## config.mk

```make
export PLATFORM = sky130hd
export DESIGN_NAME = planificador_bandas
export DESIGN_NICKNAME = d
export VERILOG_FILES = /design/src/rtl/bandas_pkg.sv /design/src/rtl/arbitro_rr5.sv /design/src/rtl/planificador_bandas.sv
export SDC_FILE = /design/constraint.sdc
export NUM_CORES = 1
export LEC_CHECK = 0
export CORE_MARGIN = 2
export CORE_UTILIZATION = 60
export CTS_CLUSTER_SIZE = 14
export DETAILED_ROUTE_END_ITERATION = 10
export PLACE_DENSITY = 0.87
export REMOVE_ABC_BUFFERS = 1
export SLEW_MARGIN = 30
export SYNTH_ARGS = -nofsm -noshare
export SYNTH_HDL_FRONTEND = slang
export SYNTH_HIERARCHICAL = 1
export SYNTH_SLANG_ARGS = --single-unit
```

## constraint.sdc

```tcl
create_clock -name clk -period 9.9 [get_ports clk]
set_clock_uncertainty 0.05 [all_clocks]
set_input_delay 1.485 -clock clk [delete_from_list [all_inputs] [get_ports clk]]
set_output_delay 1.485 -clock clk [all_outputs]
set_load 0.03 [all_outputs]
```

## src/rtl/bandas_pkg.sv

```systemverilog
// Shared types and constants for the band-painter command sequencer.
// Command bit layout: bit0 start, bit1 static band, bits 2..6 bands 1..5.
package bandas_pkg;

  typedef enum logic [1:0] {
    ARRANQUE = 2'd0,
    PAUSA    = 2'd1,
    ESPERA   = 2'd2,
    CONCEDE  = 2'd3
  } estado_e;

  localparam int         NUM_BANDAS    = 5;
  localparam logic [6:0] CMD_INICIO    = 7'b0000001;
  localparam logic [6:0] CMD_ESTATICA  = 7'b0000010;
  localparam int         CMD_BANDA_LSB = 2;

  // Round-robin pointer advance, wrapping band5 back to band1.
  function automatic logic [2:0] sig_ptr(input logic [2:0] idx);
    return (idx == 3'(NUM_BANDAS - 1)) ? 3'd0 : idx + 3'd1;
  endfunction

endpackage

```

## src/rtl/arbitro_rr5.sv

```systemverilog
// Combinational 5-way round-robin picker: the first set request at or after
// ptr_i (modulo 5) wins. ptr_i is expected to stay in 0..4.
module arbitro_rr5
  import bandas_pkg::*;
(
  input  logic [4:0] req_i,
  input  logic [2:0] ptr_i,
  output logic [4:0] gnt_onehot_o,
  output logic [2:0] idx_o,
  output logic       any_o
);

  logic [9:0] dbl;
  logic [9:0] rot_full;
  logic [4:0] rot;
  logic [2:0] off;
  logic [3:0] sum;

  // Doubling the vector turns the circular scan into a plain shift.
  assign dbl      = {req_i, req_i};
  assign rot_full = dbl >> ptr_i;
  assign rot      = rot_full[4:0];

  always_comb begin
    off = '0;
    for (int j = NUM_BANDAS - 1; j >= 0; j--) begin
      if (rot[j]) off = 3'(j);
    end
  end

  assign sum          = {1'b0, ptr_i} + {1'b0, off};
  assign idx_o        = (sum >= 4'(NUM_BANDAS)) ? 3'(sum - 4'(NUM_BANDAS)) : sum[2:0];
  assign any_o        = |req_i;
  assign gnt_onehot_o = any_o ? (5'b00001 << idx_o) : 5'b00000;

endmodule

```

## src/rtl/planificador_bandas.sv

```systemverilog
// Sequencer/arbiter in front of the band-painting FSM: one start command after
// reset, then round-robin band grants (static lowest) separated by idle gaps.
module planificador_bandas
  import bandas_pkg::*;
#(
  parameter int HOLD_CYC = 16,
  parameter int GAP_CYC  = 2,
  parameter int CW       = 8
) (
  input  logic       clk,
  input  logic       reset,
  input  logic       enable,
  input  logic [4:0] req,
  input  logic       req_static,
  output logic [6:0] cmd,
  output logic [5:0] grant,
  output logic       busy,
  output logic       done
);

  localparam int MAX_CYC = (HOLD_CYC > GAP_CYC) ? HOLD_CYC : GAP_CYC;

  if (HOLD_CYC < 1) begin : g_err_hold
    $error("planificador_bandas: HOLD_CYC must be >= 1");
  end
  if (GAP_CYC < 1) begin : g_err_gap
    $error("planificador_bandas: GAP_CYC must be >= 1");
  end
  if ((2 ** CW) <= MAX_CYC) begin : g_err_cw
    $error("planificador_bandas: CW too narrow for HOLD_CYC/GAP_CYC");
  end

  localparam logic [CW-1:0] HOLD_LD = CW'(HOLD_CYC - 1);
  localparam logic [CW-1:0] GAP_LD  = CW'(GAP_CYC - 1);

  estado_e       estado_q, estado_d;
  logic [CW-1:0] cnt_q, cnt_d;
  logic [2:0]    rr_q, rr_d;
  logic [6:0]    cmd_q, cmd_d;
  logic [5:0]    grant_q, grant_d;
  logic          busy_q, busy_d;
  logic          done_q, done_d;

  logic [4:0]    arb_gnt;
  logic [2:0]    arb_idx;
  logic          arb_any;

  arbitro_rr5 u_arbitro (
    .req_i        (req),
    .ptr_i        (rr_q),
    .gnt_onehot_o (arb_gnt),
    .idx_o        (arb_idx),
    .any_o        (arb_any)
  );

  // Outputs are registered from the next-state decode so they line up with
  // the state they describe; ARRANQUE spends its first cycle with the reset
  // outputs and emits the start command in the second.
  always_comb begin
    estado_d = estado_q;
    cnt_d    = cnt_q;
    rr_d     = rr_q;
    cmd_d    = '0;
    grant_d  = '0;
    busy_d   = 1'b1;
    done_d   = 1'b0;
    case (estado_q)
      ARRANQUE: begin
        if (cmd_q == CMD_INICIO) begin
          estado_d = PAUSA;
          cnt_d    = GAP_LD;
        end else begin
          cmd_d = CMD_INICIO;
        end
      end
      PAUSA: begin
        if (cnt_q == '0) begin
          estado_d = ESPERA;
          busy_d   = 1'b0;
        end else begin
          cnt_d = cnt_q - 1'b1;
        end
      end
      ESPERA: begin
        busy_d = 1'b0;
        if (enable && arb_any) begin
          estado_d = CONCEDE;
          cnt_d    = HOLD_LD;
          rr_d     = sig_ptr(arb_idx);
          cmd_d    = 7'(arb_gnt) << CMD_BANDA_LSB;
          grant_d  = {1'b0, arb_gnt};
          busy_d   = 1'b1;
          done_d   = (HOLD_LD == '0);
        end else if (enable && req_static) begin
          estado_d = CONCEDE;
          cnt_d    = HOLD_LD;
          cmd_d    = CMD_ESTATICA;
          grant_d  = 6'b100000;
          busy_d   = 1'b1;
          done_d   = (HOLD_LD == '0);
        end
      end
      CONCEDE: begin
        if (cnt_q == '0) begin
          estado_d = PAUSA;
          cnt_d    = GAP_LD;
        end else begin
          cnt_d   = cnt_q - 1'b1;
          cmd_d   = cmd_q;
          grant_d = grant_q;
          done_d  = (cnt_q == CW'(1));
        end
      end
      default: estado_d = ARRANQUE;
    endcase
  end

  always_ff @(posedge clk) begin
    if (reset) begin
      estado_q <= ARRANQUE;
      cnt_q    <= '0;
      rr_q     <= '0;
      cmd_q    <= '0;
      grant_q  <= '0;
      busy_q   <= 1'b0;
      done_q   <= 1'b0;
    end else begin
      estado_q <= estado_d;
      cnt_q    <= cnt_d;
      rr_q     <= rr_d;
      cmd_q    <= cmd_d;
      grant_q  <= grant_d;
      busy_q   <= busy_d;
      done_q   <= done_d;
    end
  end

  assign cmd   = cmd_q;
  assign grant = grant_q;
  assign busy  = busy_q;
  assign done  = done_q;

  a_cmd_onehot0 : assert property (@(posedge clk) $onehot0(cmd_q));

endmodule
```

==> flow_metrics.tcl <==
set metrics [dict create \
    drtPass1Iterations 4 \
    postCtsSetupBuffers 0 \
    cts_hold_buf 0 \
    drtIter0Drc 96 \
    cts_sinks 27 \
    maxSlewHeadroom 0.4628 \
    reg2reg_to "rr_q[2]" \
    cp-startpoint "req[3]" \
    area_growth_pct 13.18 \
    hold_violations 0 \
    status "finished clean" \
    avgSynthCellArea_um2 8.236 \
    cellLeakagePower_nw 0.8585 \
    coreArea_um2 3103 \
    min_to "grant[4]" \
    rrSetupSlack_ns 5.66 \
    critPathTopFamily "adder cells" \
    core.rowCount 20 \
    cp-start-kind "input pin" \
    layout_commonest_cell "a21oi_1" \
    p_sw_w 0.0001896 \
    clock_latency_ns 0.33 \
    ys.flop_type "dfxtp_1" \
    netlist_area_um2 1993 \
    ir_drop_v 0.0001600 \
    grt_usage 0.2307 \
    cts_resized 0 \
    ys_seq_area_frac 0.2712 \
    layout.area.seq_um2 540.5 \
    dp_hpwl_um 2934 \
    drv_slew 0 \
    cp_cell_sequence "clkdlybuf4s50_1, mux2i_1, o22ai_1, nor3_2, a21oi_1, o32ai_1, ha_1, fa_1, inv_1, ha_1, nand2b_1, a221oi_4, xnor2_1, inv_1, ha_1, nor3b_1, a21oi_1, nor2_1, a21oi_1, nor2_1" \
    r2r_cells 19 \
    switching_share 0.4458 \
    seq_power_share 0.325 \
    hold_path_depth 2 \
    worstPathArrival_ns 5.39 \
    grt_pass1_wl_um 6624 \
    max_stage_delay_ns 0.50 \
    nets 286 \
    fin_crit_sh 0.5232 \
    holdWs_ns 0.4132 \
    async_flop_share 0 \
    ys_types 63 \
    grt_max_degree 31 \
    rr_startpoint "rr_q[1]" \
    clockRootBuffer "clkbuf_4" \
    internal_power_w 0.0002358 \
    cp_num_buf_inv 3 \
    max_slew.worst_pin.slew_ns 0.8004 \
    max_freq_mhz 193.1 \
    p_comb_frac 0.563 \
    cts_tree "done" \
    wire_per_inst_um 12.81 \
    power_density_nw_per_um2 188.6 \
    crit_path_end_kind "flop" \
    hold_class "reg2reg" \
    grt_antenna_before_repair 0 \
    fp.dieH_um 61.64 \
    maxCapViolCount 0 \
    finalSetupViolCount 0 \
    fin_crit_ns 5.179 \
    final_cell_mix "a21oi_1, nor2_1, dfxtp_1" \
    synth_cells 242 \
    start_util 0.6423 \
    required_ns 10.11 \
    htree_levels 1 \
    p_clk_frac 0.112 \
    drive_gt1_frac 0.1000 \
    insertedDiodeCount 0 \
    path_clk_slew_ns 0.13 \
    final.setup.tns_ns 0 \
    drc_errors 0 \
    grt_pass1_vias 1539 \
    io_buffers 23 \
    dieArea_um2 3799 \
    synth-seq-cells 27 \
    clock_path_buffers 2 \
    num_vias 1757 \
    final_antenna_net_count 0 \
    dp_slack_ns 4.403 \
    crit_slowest_cell "clkdlybuf4s50_1" \
    worst-path-stages 20 \
    die_w_um 61.64 \
    rsz0062_at_grt "no" \
    min_from "grant[4]" \
    place_congestion 0.9193 \
    ioPinCount 24 \
    cts_made_buffers 3 \
    fill_cells 259 \
    synth_edf_count 0 \
    cp_max_fo 6 \
    multiInputGateArea_um2 1340 \
    via_per_inst 5.780 \
    setup_ws_ns 4.721 \
    postRouteWirelength_um 3894 \
    worstSetupPathType "in2reg" \
    grt_overflow 0 \
    synth_warnings 6 \
]
==> worst max path at each step <==
stage | to | slack (ns)
after global placement | rr_q[2] | 4.56
after global routing | rr_q[2] | 4.29
after floorplan | rr_q[2] | 5.28
after CTS | rr_q[2] | 4.73
final | rr_q[2] | 4.72
after detailed placement | rr_q[2] | 4.40
==> logic make-up after synthesis <==
family / after synthesis / share of synthesized area
muxes: 17 / 0.08976
AOI/OAI and AO/OA: 59 / 0.2047
buffers and inverters: 24 / 0.05649
xor gates and xnor gates: 4 / 0.02135
and+or+nand+nor: 95 / 0.2524
adders and majority gates: 16 / 0.1042
DFF: 27 / 0.2712
==> metal layers <==
layer  global-route usage  share of wire
met5                    0              0
met1               0.3226           0.49
met3              0.03571          0.039
met4              0.06079          0.011
met2               0.3714           0.46
==> cell type report <==
class                      count  area share
inverter                      13     0.02163
tap                           44     0.02440
multi-input combinational    191      0.5940
clock buffer                   4     0.01165
sequential                    27      0.2396
timing repair buffer          25      0.1087
==> power by group through the flow <==
stage          clock network, W  logic (W)  registers (W)
5_1_grt               0.0000525   0.000270       0.000140
6_report              0.0000477   0.000240       0.000138
2_1_floorplan                 0   0.000176       0.000146
4_1_cts               0.0000489   0.000239       0.000138
3_3_place_gp                  0   0.000231       0.000140
3_5_place_dp                  0   0.000238       0.000140
==> sequential cells by signal, indices dropped and copies added, names as in the netlist <==
| name | flops |
|---|---|
| busy | 1 |
| cmd | 7 |
| cnt_q | 8 |
| done | 1 |
| estado_q | 2 |
| grant | 5 |
| rr_q | 3 |
==> worst reg2reg max path, cell delays in order (launching register included) <==
cell and delay, ns:
dfxtp_1 0.66, mux2i_1 0.32, o22ai_1 0.14, nor3_2 0.17, a21oi_1 0.10, o32ai_1 0.23
ha_1 0.23, fa_1 0.46, inv_1 0.11, ha_1 0.19, nand2b_1 0.11, a221oi_4 0.37
xnor2_1 0.22, inv_1 0.08, ha_1 0.22, nor3b_1 0.19, a21oi_1 0.07, nor2_1 0.09
a21oi_1 0.05, nor2_1 0.12
==> stage by stage <==
stage / std cells / util / total power, W / area (µm²)
floorplan: 231 / - / 0.0003225 / 1929
global placement: 300 / 0.7185 / 0.0003706 / 2230
detailed placement: 300 / 0.7185 / 0.0003778 / 2230
CTS: 304 / 0.7270 / 0.0004254 / 2256
global route: 304 / 0.7270 / 0.0004625 / 2256
finish: 304 / 0.7270 / 0.0004254 / 2256
==> synthesized netlist by cell type (2+ instances only) <==
library cell | n | area (µm²)
mux2_2 | 3 | 33.78
nor2_1 | 27 | 101.4
buf_4 | 3 | 22.52
buf_2 | 2 | 10.01
nand2b_1 | 4 | 25.02
nor3_1 | 8 | 40.04
nor3b_1 | 3 | 22.52
xnor2_1 | 2 | 17.52
o32ai_1 | 2 | 17.52
a21o_2 | 2 | 17.52
and3_1 | 2 | 12.51
a21o_1 | 2 | 15.01
ha_1 | 15 | 187.7
a21oi_1 | 30 | 150.1
o21ai_0 | 5 | 25.02
nand3_1 | 5 | 25.02
clkbuf_1 | 3 | 11.26
nor3_2 | 2 | 20.02
nor4_1 | 2 | 12.51
a31oi_1 | 2 | 12.51
mux2i_1 | 13 | 130.1
dfxtp_1 | 27 | 540.5
nand4b_1 | 2 | 17.52
o31ai_1 | 2 | 15.01
nand2_1 | 24 | 90.09
inv_1 | 13 | 48.80
No activity file was read; power rests on OpenSTA's default activity.
